`src/rtl/boot_load_ctrl.sv`:
```
// boot_load_ctrl: boot-time sequencer that streams two flash images from the
// SPI flash reader into the two SPRAM banks (program image to bank 0, data
// image to bank 1), then waits for the hard-IP loader and releases SoC reset.
// Each image ends with an all-ones terminator word. An all-ones word only
// terminates once at least MIN_WORDS words have been written.
module boot_load_ctrl #(
    parameter int unsigned MIN_WORDS       = 1024,
    parameter int unsigned ADDR_W          = 14,
    parameter int unsigned GAP_CYCLES      = 13,
    parameter logic [23:0] SYS0_FLASH_ADDR = 24'h030000,
    parameter logic [23:0] SYS1_FLASH_ADDR = 24'h050000
) (
    input  logic              clk_i,
    input  logic              rstn_i,
    input  logic              ip_done_i,
    input  logic              fifo_we_i,
    input  logic [31:0]       fifo_data_i,
    output logic              fill_o,
    output logic              fifo_rstn_o,
    output logic [23:0]       flash_addr_o,
    output logic [ADDR_W-1:0] ld_addr_o,
    output logic [31:0]       ld_data_o,
    output logic              ld_we0_o,
    output logic              ld_we1_o,
    output logic              ld_own0_o,
    output logic              ld_own1_o,
    output logic              soc_rstn_o,
    output logic [ADDR_W:0]   words0_o,
    output logic [ADDR_W:0]   words1_o,
    output logic              overflow_o
);

    typedef enum logic [2:0] {
        ST_LOAD0   = 3'd0,
        ST_GAP     = 3'd1,
        ST_LOAD1   = 3'd2,
        ST_WAIT_IP = 3'd3,
        ST_DONE    = 3'd4
    } state_e;

    // Gap counter only has to reach GAP_CYCLES-1; keep it at least one bit.
    localparam int unsigned       GAP_W     = (GAP_CYCLES > 1) ? $clog2(GAP_CYCLES) : 1;
    localparam logic [GAP_W-1:0]  GAP_LAST  = GAP_W'(GAP_CYCLES - 1);
    localparam logic [ADDR_W:0]   MIN_ADDR  = (ADDR_W + 1)'(MIN_WORDS);
    localparam logic [ADDR_W-1:0] TOP_ADDR  = '1;
    localparam logic [31:0]       TERM_WORD = 32'hFFFF_FFFF;

    state_e             state_q, state_d;
    logic [ADDR_W-1:0]  addr_q, addr_d;
    logic [GAP_W-1:0]   gap_cnt_q, gap_cnt_d;
    logic               fill_q, fill_d;
    logic [ADDR_W:0]    words0_q, words0_d;
    logic [ADDR_W:0]    words1_q, words1_d;
    logic               ovf_q, ovf_d;

    // Write-side qualifiers derived from the current state and the word.
    logic               loading;
    logic               accept;
    logic               word_ones;
    logic               term_hit;
    logic               top_hit;
    logic               seg_end;
    logic               ovf_hit;
    logic [ADDR_W:0]    addr_inc;

    assign loading   = (state_q == ST_LOAD0) || (state_q == ST_LOAD1);
    assign accept    = loading && fifo_we_i;
    assign word_ones = (fifo_data_i == TERM_WORD);
    // All-ones below MIN_WORDS is ordinary image content, not an end marker.
    assign term_hit  = accept && word_ones && ({1'b0, addr_q} >= MIN_ADDR);
    // Last SPRAM word written: the segment must end whatever the word was.
    assign top_hit   = accept && (addr_q == TOP_ADDR);
    assign seg_end   = term_hit || top_hit;
    // A terminator landing on the last word is a clean end, not an overflow.
    assign ovf_hit   = top_hit && !term_hit;
    // Word count including the word being written now.
    assign addr_inc  = {1'b0, addr_q} + (ADDR_W + 1)'(1);

    // State register; reset returns the sequencer to loading bank 0.
    always_ff @(posedge clk_i) begin
        if (!rstn_i) begin
            state_q <= ST_LOAD0;
        end else begin
            state_q <= state_d;
        end
    end

    // Next-state logic: load bank 0, idle the reader, load bank 1, wait for hard IP.
    always_comb begin
        state_d = state_q;
        case (state_q)
            ST_LOAD0: begin
                if (seg_end) begin
                    state_d = ST_GAP;
                end
            end
            ST_GAP: begin
                if (gap_cnt_q == GAP_LAST) begin
                    state_d = ST_LOAD1;
                end
            end
            ST_LOAD1: begin
                if (seg_end) begin
                    state_d = ST_WAIT_IP;
                end
            end
            ST_WAIT_IP: begin
                if (ip_done_i) begin
                    state_d = ST_DONE;
                end
            end
            ST_DONE: begin
                // Terminal until reset; later ip_done_i activity is ignored.
                state_d = ST_DONE;
            end
            default: begin
                state_d = ST_LOAD0;
            end
        endcase
    end

    // Output decode: bank ownership, write strobes, reader control, SoC reset.
    always_comb begin
        ld_we0_o     = 1'b0;
        ld_we1_o     = 1'b0;
        ld_own0_o    = 1'b0;
        ld_own1_o    = 1'b0;
        flash_addr_o = SYS1_FLASH_ADDR;
        fifo_rstn_o  = rstn_i;
        soc_rstn_o   = 1'b0;
        case (state_q)
            ST_LOAD0: begin
                ld_we0_o     = fifo_we_i;
                ld_own0_o    = 1'b1;
                flash_addr_o = SYS0_FLASH_ADDR;
            end
            ST_GAP: begin
                // Hold the reader in reset so it restarts at the bank 1 address.
                fifo_rstn_o = 1'b0;
            end
            ST_LOAD1: begin
                ld_we1_o  = fifo_we_i;
                ld_own1_o = 1'b1;
            end
            ST_DONE: begin
                soc_rstn_o = 1'b1;
            end
            default: begin
            end
        endcase
    end

    // Datapath next-state: word address, gap timer, per-bank counts, overflow flag.
    always_comb begin
        addr_d    = addr_q;
        gap_cnt_d = '0;
        words0_d  = words0_q;
        words1_d  = words1_q;
        ovf_d     = ovf_q;
        fill_d    = loading;
        if (seg_end) begin
            addr_d = '0;
            if (state_q == ST_LOAD0) begin
                words0_d = addr_inc;
            end else begin
                words1_d = addr_inc;
            end
            if (ovf_hit) begin
                ovf_d = 1'b1;
            end
        end else if (accept) begin
            addr_d = addr_q + ADDR_W'(1);
        end else if (!loading) begin
            addr_d = '0;
        end
        if (state_q == ST_GAP) begin
            gap_cnt_d = gap_cnt_q + GAP_W'(1);
        end
    end

    // Datapath registers; all cleared by reset so a reboot starts from scratch.
    always_ff @(posedge clk_i) begin
        if (!rstn_i) begin
            addr_q    <= '0;
            gap_cnt_q <= '0;
            fill_q    <= 1'b0;
            words0_q  <= '0;
            words1_q  <= '0;
            ovf_q     <= 1'b0;
        end else begin
            addr_q    <= addr_d;
            gap_cnt_q <= gap_cnt_d;
            fill_q    <= fill_d;
            words0_q  <= words0_d;
            words1_q  <= words1_d;
            ovf_q     <= ovf_d;
        end
    end

    assign ld_addr_o  = addr_q;
    assign ld_data_o  = fifo_data_i;
    assign fill_o     = fill_q;
    assign words0_o   = words0_q;
    assign words1_o   = words1_q;
    assign overflow_o = ovf_q;

endmodule
```
`config.mk`:
```
export PLATFORM = sky130hd
export DESIGN_NAME = boot_load_ctrl
export DESIGN_NICKNAME = d
export VERILOG_FILES = /design/src/rtl/boot_load_ctrl.sv
export SDC_FILE = /design/constraint.sdc
export NUM_CORES = 1
export LEC_CHECK = 0
export ABC_AREA = 1
export CORE_MARGIN = 5
export CORE_UTILIZATION = 42
export DETAILED_ROUTE_END_ITERATION = 8
export PLACE_DENSITY_LB_ADDON = 0.25
export SYNTH_ARGS = -nofsm -noshare
export SYNTH_HDL_FRONTEND = slang
export SYNTH_SLANG_ARGS = --single-unit
export TNS_END_PERCENT = 30
```
`constraint.sdc`:
```
create_clock -name clk_i -period 2.4 [get_ports clk_i]
set_input_delay 0.36 -clock clk_i [delete_from_list [all_inputs] [get_ports clk_i]]
set_output_delay 0.36 -clock clk_i [all_outputs]
set_load 0.01 [all_outputs]
```
==> results of run 1 <==
==> routing by layer <==
layer,up-vias,track usage [%],share of wire (%)
met5,-,0,0
met2,95,31.85,52
met4,0,4.320,1.2
met1,1320,20.61,40
li1,1574,-,-
met3,9,4.460,6.9
==> where the power goes <==
part / switching, mW / total (mW) / internal [mW] / leakage, nW
Clock: 0.295 / 0.635 / 0.339 / 0.0574
Sequential: 0.00312 / 0.885 / 0.882 / 0.427
Combinational: 0.113 / 0.241 / 0.128 / 1.20
Total: 0.412 / 1.76 / 1.35 / 1.69
==> synthesized netlist by cell type, drive strengths merged <==
cell type	number
ha	4
nand2	101
o22ai	3
nand4	3
a21oi	14
xor2	6
or2	3
nand3b	1
clkbuf	4
a31oi	1
nor2	111
xnor2	1
a22oi	1
nor3	7
nand3	53
buf	64
inv	35
o21a	1
dfxtp	53
o21ai	2
conb	2
==> kinds of logic after synthesis <==
family,after synthesis
AO/OA/AOI/OAI,22
XOR/XNOR,7
adder cells (fa/ha/maj),4
buffers and inverters,103
flip-flops,53
other,2
AND/OR/NAND/NOR,279
==> how the worst max path moves through the flow <==
| stage | depth (start not counted) | slack, ns | end |
|---|---|---|---|
| CTS | 10 | 0.37 | words1_o[5] |
| finish | 10 | 0.37 | words1_o[5] |
| global route | 10 | 0.08 | words1_o[5] |
| detailed placement | 10 | 0.17 | ld_addr_o[0] |
| floorplan | 7 | 0.65 | ld_addr_o[10] |
| global placement | 10 | 0.24 | ld_addr_o[7] |
==> registers in the layout, summed over array words and instances, names as in the netlist <==
register	count
words0_o	15
words1_o	15
ld_addr_o	14
overflow_o	1
fill_o	1
gap_cnt_q	4
state_q	3
==> cell type report <==
class                           instances  area share [%]
Multi-Input combinational cell        334           36.47
Timing Repair Buffer                  128           29.73
Tap cell                               99           2.914
Sequential cell                        53           24.96
Inverter                               35           3.091
Clock buffer                            6           1.943
Clock inverter                          2          0.8831
==> worst max-delay path, delay by kind of cell (launching register included) <==
kind	cells	cell delay, ns
DFF	1	0.42
adders and majority gates	1	0.24
and+or+nand+nor	9	1.26
==> through the flow <==
step,cells,hold WS [ns]
floorplan,490,0.4300
global placement,649,0.4451
detailed placement,649,0.4489
CTS,657,0.4720
global route,657,0.5120
finish,657,0.4714
==> flow_summary.toml, run 1 <==
[sta]
fin_setup_tns_ns = 0
fin_crit_sh_pct = 84.42
setup_slack_ns = 0.3739
min_period_ns = 2.026
fmax_mhz = 493.6
finalHoldViolCount = 0
skew_ns = 0.007048
setup_viol = 0
rsz0062_at_grt = "no"
slew_violations = 0

[global_route]
antenna_found_initial = 0
grt_util_all_layers_pct = 17.59
grt_pass1_wl_mm = 13.90
grt_overflow = 0
grt_max_degree = 35
grt_pass1_vias = 2833

[pwr]
peakVddDrop_mv = 0.2867
p_leak_nw = 1.687
power.density_nw_per_um2 = 414.4
power_mw = 1.761

[cells_and_area]
post-route-util_pct = 58.29
final_common_cell = "clkdlybuf4s50_1"
design_area_um2 = 4250
antenna_cells = 0
syn_to_final_growth_pct = 34.32
num-fill-cells = 715
multi_input_comb_area_um2 = 1550
drive_gt1_share_pct = 6.810
seqCellArea_um2 = 1061
final_cell_mix = "clkdlybuf4s50_1 (121), nor2_1 (107), nand2_1 (97)"
nets = 597

[worst_setup_path]
start_kind = "register"
slowest_delay_ns = 0.42
worstPathArrival_ns = 2.24
cp-end-kind = "register"
crit_fanout = 5
slowest_stage = "dfxtp_1"
crit_required_ns = 2.61
critPathKind = "reg2reg"
regToRegSetupSlack_ns = 0.37
crit_chain = "ha_1, nand3_2, nor2_1, nand3_1, nor2_1, nand2_1, nand2_1, nand3_1, nand2_1, nor2_1"
r2r_end = "words1_o[5]"
reg2regPathDepth = 10
r2r_start = "ld_addr_o[1]"
crit_path_start = "ld_addr_o[1]"

[logic_synthesis]
synth-compound-area-share_pct = 4.626
synth_area_leaders = "dfxtp_1 (34%), buf_4 (14%), nor2_1 (13%)"
synth-adder-area-share_pct = 1.582
synth_area_per_cell_um2 = 6.733
synthDistinctLibCells = 34
syn_inst = 470
yosys.area_share.xor_xnor_pct = 1.938
synth_top_area_cell = "dfxtp_1"
synth_top_area_share_pct = 33.53
synth_mux_area_share_pct = 0
syn_area_um2 = 3164
ys_seq_elements = 53
synth_warnings = 0
synth_top_family_by_area = "simple AND/OR/NAND/NOR gates"
seq_area_frac_synth_pct = 33.53
synth-simple-area-share_pct = 38.24

[clock_network]
postCtsSetupBuffers = 0
clk_path_buf_depth = 2
cts_tree = "yes"
postCtsHoldBufs = 0
cts-root-buf = "clkbuf_8"
htreeDepth = 2
clock_latency_ns = 0.31
clock-sinks = 53
cts_inserted_buffers = 5
post_cts_resized = 0
clkTransAtPathRegs_ns = 0.10

[worst_hold_path]
whs_endpoint = "gap_cnt_q[0]"
min_delay_path_depth = 1
hp-class = "reg2reg"
hp-start = "gap_cnt_q[0]"

[floorplan]
coreArea_um2 = 7292
die_area_um2 = 9370
die_w_um = 96.80
fp.dieH_um = 96.80
start_util_pct = 43.39
rows = 31
ios = 144

[route]
first_iter_violations = 145
drt-pass1-iter-count = 4
drcViolationCount = 0
via_count = 2998
wire_per_inst_um = 12.77
detail-route-antenna-nets = 0
viasPerCell = 4.563
wl_mm = 8.389

[job]
cap_violations = 0

[place]
place_area_um2 = 4130
port_buffers = 121
dp_slack_ns = 0.1721
hpwl_mm = 6.927
place.gp.congestion = 0.8425

[run_status]
status = "finished clean"
(Power assumes the default switching activity.)
==> run 2, diff against run 1 <==
==> constraint.sdc (replaced) <==
create_clock -name clk_i -period 2 [get_ports clk_i]
set_input_delay 0.3 -clock clk_i [delete_from_list [all_inputs] [get_ports clk_i]]
set_output_delay 0.3 -clock clk_i [all_outputs]
set_load 0.01 [all_outputs]
==> run 2 against run 1 <==
Effect of this change: register-to-register slack got worse by 0.10 ns; die area unchanged; clock skew rose by 0.0022 ns; core utilization rose by 1.6 points; clock power is 15% higher; power increased by 19%; setup slack got worse by 0.28 ns; sequential cell count unchanged.
==> flow_summary.toml, run 2 (synthesized netlist as in run 1, its figures left out) <==
[run_status]
status = "finished clean"

[worst_setup_path]
crit_fanout = 6
worstPathArrival_ns = 1.61
cpLargestDelayFamily = "buffers and inverters"
critPathKind = "reg2out"
crit_required_ns = 1.70
critPathBufInv = 2
start_kind = "register"
slowest_stage = "clkdlybuf4s50_1"
cp-end-kind = "output pin"
crit_chain = "inv_2, nand2_4, nor2_2, clkdlybuf4s50_1"
slowest_delay_ns = 0.59

[floorplan]
rows = 31
ios = 144
die_w_um = 96.80
die_area_um2 = 9370
coreArea_um2 = 7292
fp.dieH_um = 96.80
start_util_pct = 43.39

[global_route]
grt_util_all_layers_pct = 18.29
grt_overflow = 0
antenna_found_initial = 0
grt_pass1_vias = 3035
grt_pass1_wl_mm = 14.46
grt_max_degree = 35

[route]
detail-route-antenna-nets = 0
wire_per_inst_um = 12.91
viasPerCell = 4.620
drt-pass1-iter-count = 4
wl_mm = 8.621
via_count = 3086
drcViolationCount = 0
first_iter_violations = 113

[place]
port_buffers = 121
dp.cells = 660
dp_slack_ns = -0.02607
place_area_um2 = 4250
hpwl_mm = 7.046
place.gp.congestion = 0.8542

[clock_network]
clk_path_buf_depth = 2
cts_inserted_buffers = 5
clock_latency_ns = 0.31
cts-root-buf = "clkbuf_8"
clock-sinks = 53
clkTransAtPathRegs_ns = 0.09
postCtsSetupBuffers = 0
cts_tree = "yes"
htreeDepth = 2
postCtsHoldBufs = 0

[cells_and_area]
num-fill-cells = 718
nets = 608
final_cells = 668
final_common_cell = "clkdlybuf4s50_1"
final_cell_mix = "clkdlybuf4s50_1 (119), nor2_1 (106), nand2_1 (97)"
design_area_um2 = 4370
antenna_cells = 0
syn_to_final_growth_pct = 38.12
drive_gt1_share_pct = 8.787

[sta]
min_period_ns = 1.908
slew_violations = 0
rsz0062_at_grt = "yes"
setup_viol = 0
skew_ns = 0.009209
setup_slack_ns = 0.09228
fin_crit_sh_pct = 95.39
fmax_mhz = 524.2
finalHoldViolCount = 0
fin_setup_tns_ns = 0

[pwr]
p_leak_nw = 1.778
peakVddDrop_mv = 0.3939
power.density_nw_per_um2 = 478.1

[job]
cap_violations = 0

[worst_hold_path]
hp-class = "reg2reg"
-- run 2: cell count changes in the layout (fill, tap and decap cells not counted), moves of 2 or more --
cell	change
buf_12	+3
dlymetal6s2s_1	+2
buf_4	+8
clkdlybuf4s50_1	-2
-- run 2: worst reg2reg max path, cell delays in order, from the launching register on --
cell and delay, ns:
dfxtp_1 0.35, buf_4 0.16, nand3_1 0.13, nor2_1 0.17, nand3_1 0.16, o21ai_0 0.39, nand3_1 0.15, nand2_1 0.09
nor2_1 0.05
-- run 2: what timing repair did --
action,in CTS,in global routing
gates resized for setup,0,4
endpoints found under the hold margin,0,0
setup endpoints to repair,0,9
-- run 2: final cells by class --
class / instances / area [µm²] / area share [%]
clock inverter: 2 / 38.79 / 0.8875
multi-input combinational: 334 / 1553 / 35.53
inverter: 35 / 131.4 / 3.006
timing repair buffer: 139 / 1389 / 31.78
clock buffer: 6 / 72.57 / 1.660
tap: 99 / 123.9 / 2.834
sequential: 53 / 1062 / 24.31
-- run 2: stage by stage --
step                hold WS [ns]  util (%)  total power [mW]
finish                    0.4754     59.93             2.090
global route              0.4985     59.93             2.184
CTS                       0.4766     59.81             2.115
detailed placement        0.4539     58.29             1.386
global placement          0.4467     58.29             1.383
floorplan                 0.4300         -             1.274
-- run 2: report_power, final --
group,total (mW),internal [mW],switching (mW)
logic,0.301,0.161,0.139
clock network,0.728,0.376,0.352
registers,1.06,1.06,0.00229
-- run 2: layer usage --
metal  share of wire [%]  GRT usage [%]
met5                   0              0
met4                 1.0          3.888
met3                 5.0          3.885
met2                  51          33.12
met1                  43          22.12
-- run 2: path summary, 6_finish.rpt --
kind / from / endpoint / slack [ns] / cells past startpoint
setup / recovery: state_q[2] / flash_addr_o[17] / 0.09 / 4
setup reg to reg: ld_addr_o[0] / words0_o[7] / 0.27 / 8
hold reg to reg: gap_cnt_q[0] / gap_cnt_q[0] / 0.48 / 1
hold / removal: gap_cnt_q[0] / gap_cnt_q[0] / 0.48 / 1
==> run 3, diff against run 2 <==
--- a/config.mk
+++ b/config.mk
@@ -6,6 +6,7 @@
 export NUM_CORES = 1
 export LEC_CHECK = 0
 export ABC_AREA = 1
+export CAP_MARGIN = 25
 export CORE_MARGIN = 5
 export CORE_UTILIZATION = 42
 export DETAILED_ROUTE_END_ITERATION = 8
==> results of run 3 <==
No change in the layout: final DEF, timing and power equal those of run 2.
==> edit: new RTL, settings of run 2 <==
Set the parameter `ADDR_W` to 12 (it was 14).
--- a/src/rtl/boot_load_ctrl.sv
+++ b/src/rtl/boot_load_ctrl.sv
@@ -5,7 +5,7 @@
 // terminates once at least MIN_WORDS words have been written.
 module boot_load_ctrl #(
     parameter int unsigned MIN_WORDS       = 1024,
-    parameter int unsigned ADDR_W          = 14,
+    parameter int unsigned ADDR_W          = 12,
     parameter int unsigned GAP_CYCLES      = 13,
     parameter logic [23:0] SYS0_FLASH_ADDR = 24'h030000,
     parameter logic [23:0] SYS1_FLASH_ADDR = 24'h050000
Interface: changed (resized ld_addr_o, words0_o and words1_o); port bits go from 144 to 138. The function was not compared with the original's and may differ.
==> edit against run 2 <==
Area after synthesis shrank 12%. Total power is 11% lower. Via count is 16% lower. Final area fell by 12%. Wire length fell by 15%. Critical path depth rose by 1. Core utilization about the same. Sequential power fell by 11%. Worst setup slack better by 0.0011 ns. Sequential cell count fell by 6. Largest power group unchanged.
==> edit: results (changes against run 2) <==
vias in the first global route 2,511 (-17%); Int Power 1.40 mW (-12%); Syn Inst Count 416 (-11%); area of the multi-input gates 0.00126 sq mm (-19%); Final Skew 0.00598 ns (-0.00323 ns); Seq/Total Area, Yosys 33.7% (+0.16 points); GRT Overall Usage 17.4% (-0.89 points); fin crit period 1.91 ns (-0.00115 ns); combinational group power 0.269 mW (-11%); post-synthesis compound-gate area fraction 4.88% (+0.26 points); met1 wire length 3.10 mm (-15%); final WL 7.34 mm (-15%); fillers 634 (-12%); Synth Area in Adders 1.34% (-0.24 points); Non-CTS buffers 129 (-7.2%); Crit Path Max Fanout 5 (-1); most area-consuming cells after synthesis dfxtp_1 34%, buf_4 16%, nand2_1 14%, nor2_1 10%, inv_1 6.2%; R2R Path End words0_o[5]$_SDFFE_PN0P_; xor/xnor cell area share of the yosys netlist 1.88% (-0.056 points); Inverters 50 (+43%); Port Buffers 115 (-5.0%); Lkg Pwr 1.82 nW (+2.5%); ClkCell Share 2.70% (+0.15 points); estimated wirelength of the detail-placed design 5.89 mm (-16%); register area 941 sq um (-11%); Min Hold Slack 0.479 ns (+0.00350 ns); Inst Count DP 576 (-13%); status completed; via count 2,590 (-16%); met3 Resource Use GR 3.64% (-0.25 points); met2 WL post-DR 3.78 mm (-15%); CP Launch Point state_q[1]$_SDFFE_PN0P_; met1 usage 21.2% (-0.89 points); worst r2r src ld_addr_o[1]$_SDFFE_PP0P_; Yosys cell types 32 (-5.9%); met3 wire len 345 um (-21%); routability cong. 0.886 (+3.7%); CP Capture Point fifo_rstn_o; Peak supply drop 0.377 mV (-4.3%); GR Util met2 30.7% (-2.4 points); dpl ws -0.00235 ns (+0.0237 ns)
[edit: cell count changes in the layout (fill, tap and decap cells not counted), moves of 5 or more]
cell             change
nand3_1             -35
nor2_1              -31
inv_1               +16
a21oi_1              +8
clkdlybuf4s50_1      -7
nand2_1              +6
dfxtp_1              -5
nor3_1               -5
[edit: metrics by stage]
step	setup TNS, ns	area, sq um
floorplan	0	2870
global placement	0	3730
detailed placement	-0.00235	3730
CTS	0	3840
global route	-0.00791	3850
finish	0	3850
[edit: cells by family after synthesis]
kind of cell	count (synthesis)
AOI/OAI and AO/OA	26
and+or+nand+nor	216
adders and majority gates	3
xor gates and xnor gates	6
buffers and inverters	116
DFF	47
other	2
[edit: worst max-delay path, cell delays in order, from the launching register on]
cell and delay, ns:
dfxtp_1 0.43, inv_1 0.11, nand3_1 0.13, nand2_1 0.06, inv_1 0.05, clkdlybuf4s50_1 0.52
[edit: what timing repair did]
item,CTS,global route
hold buffers,0,0
setup buffers,0,0
resized for setup,1,4
setup endpoints to repair,1,9
pin swaps,0,0
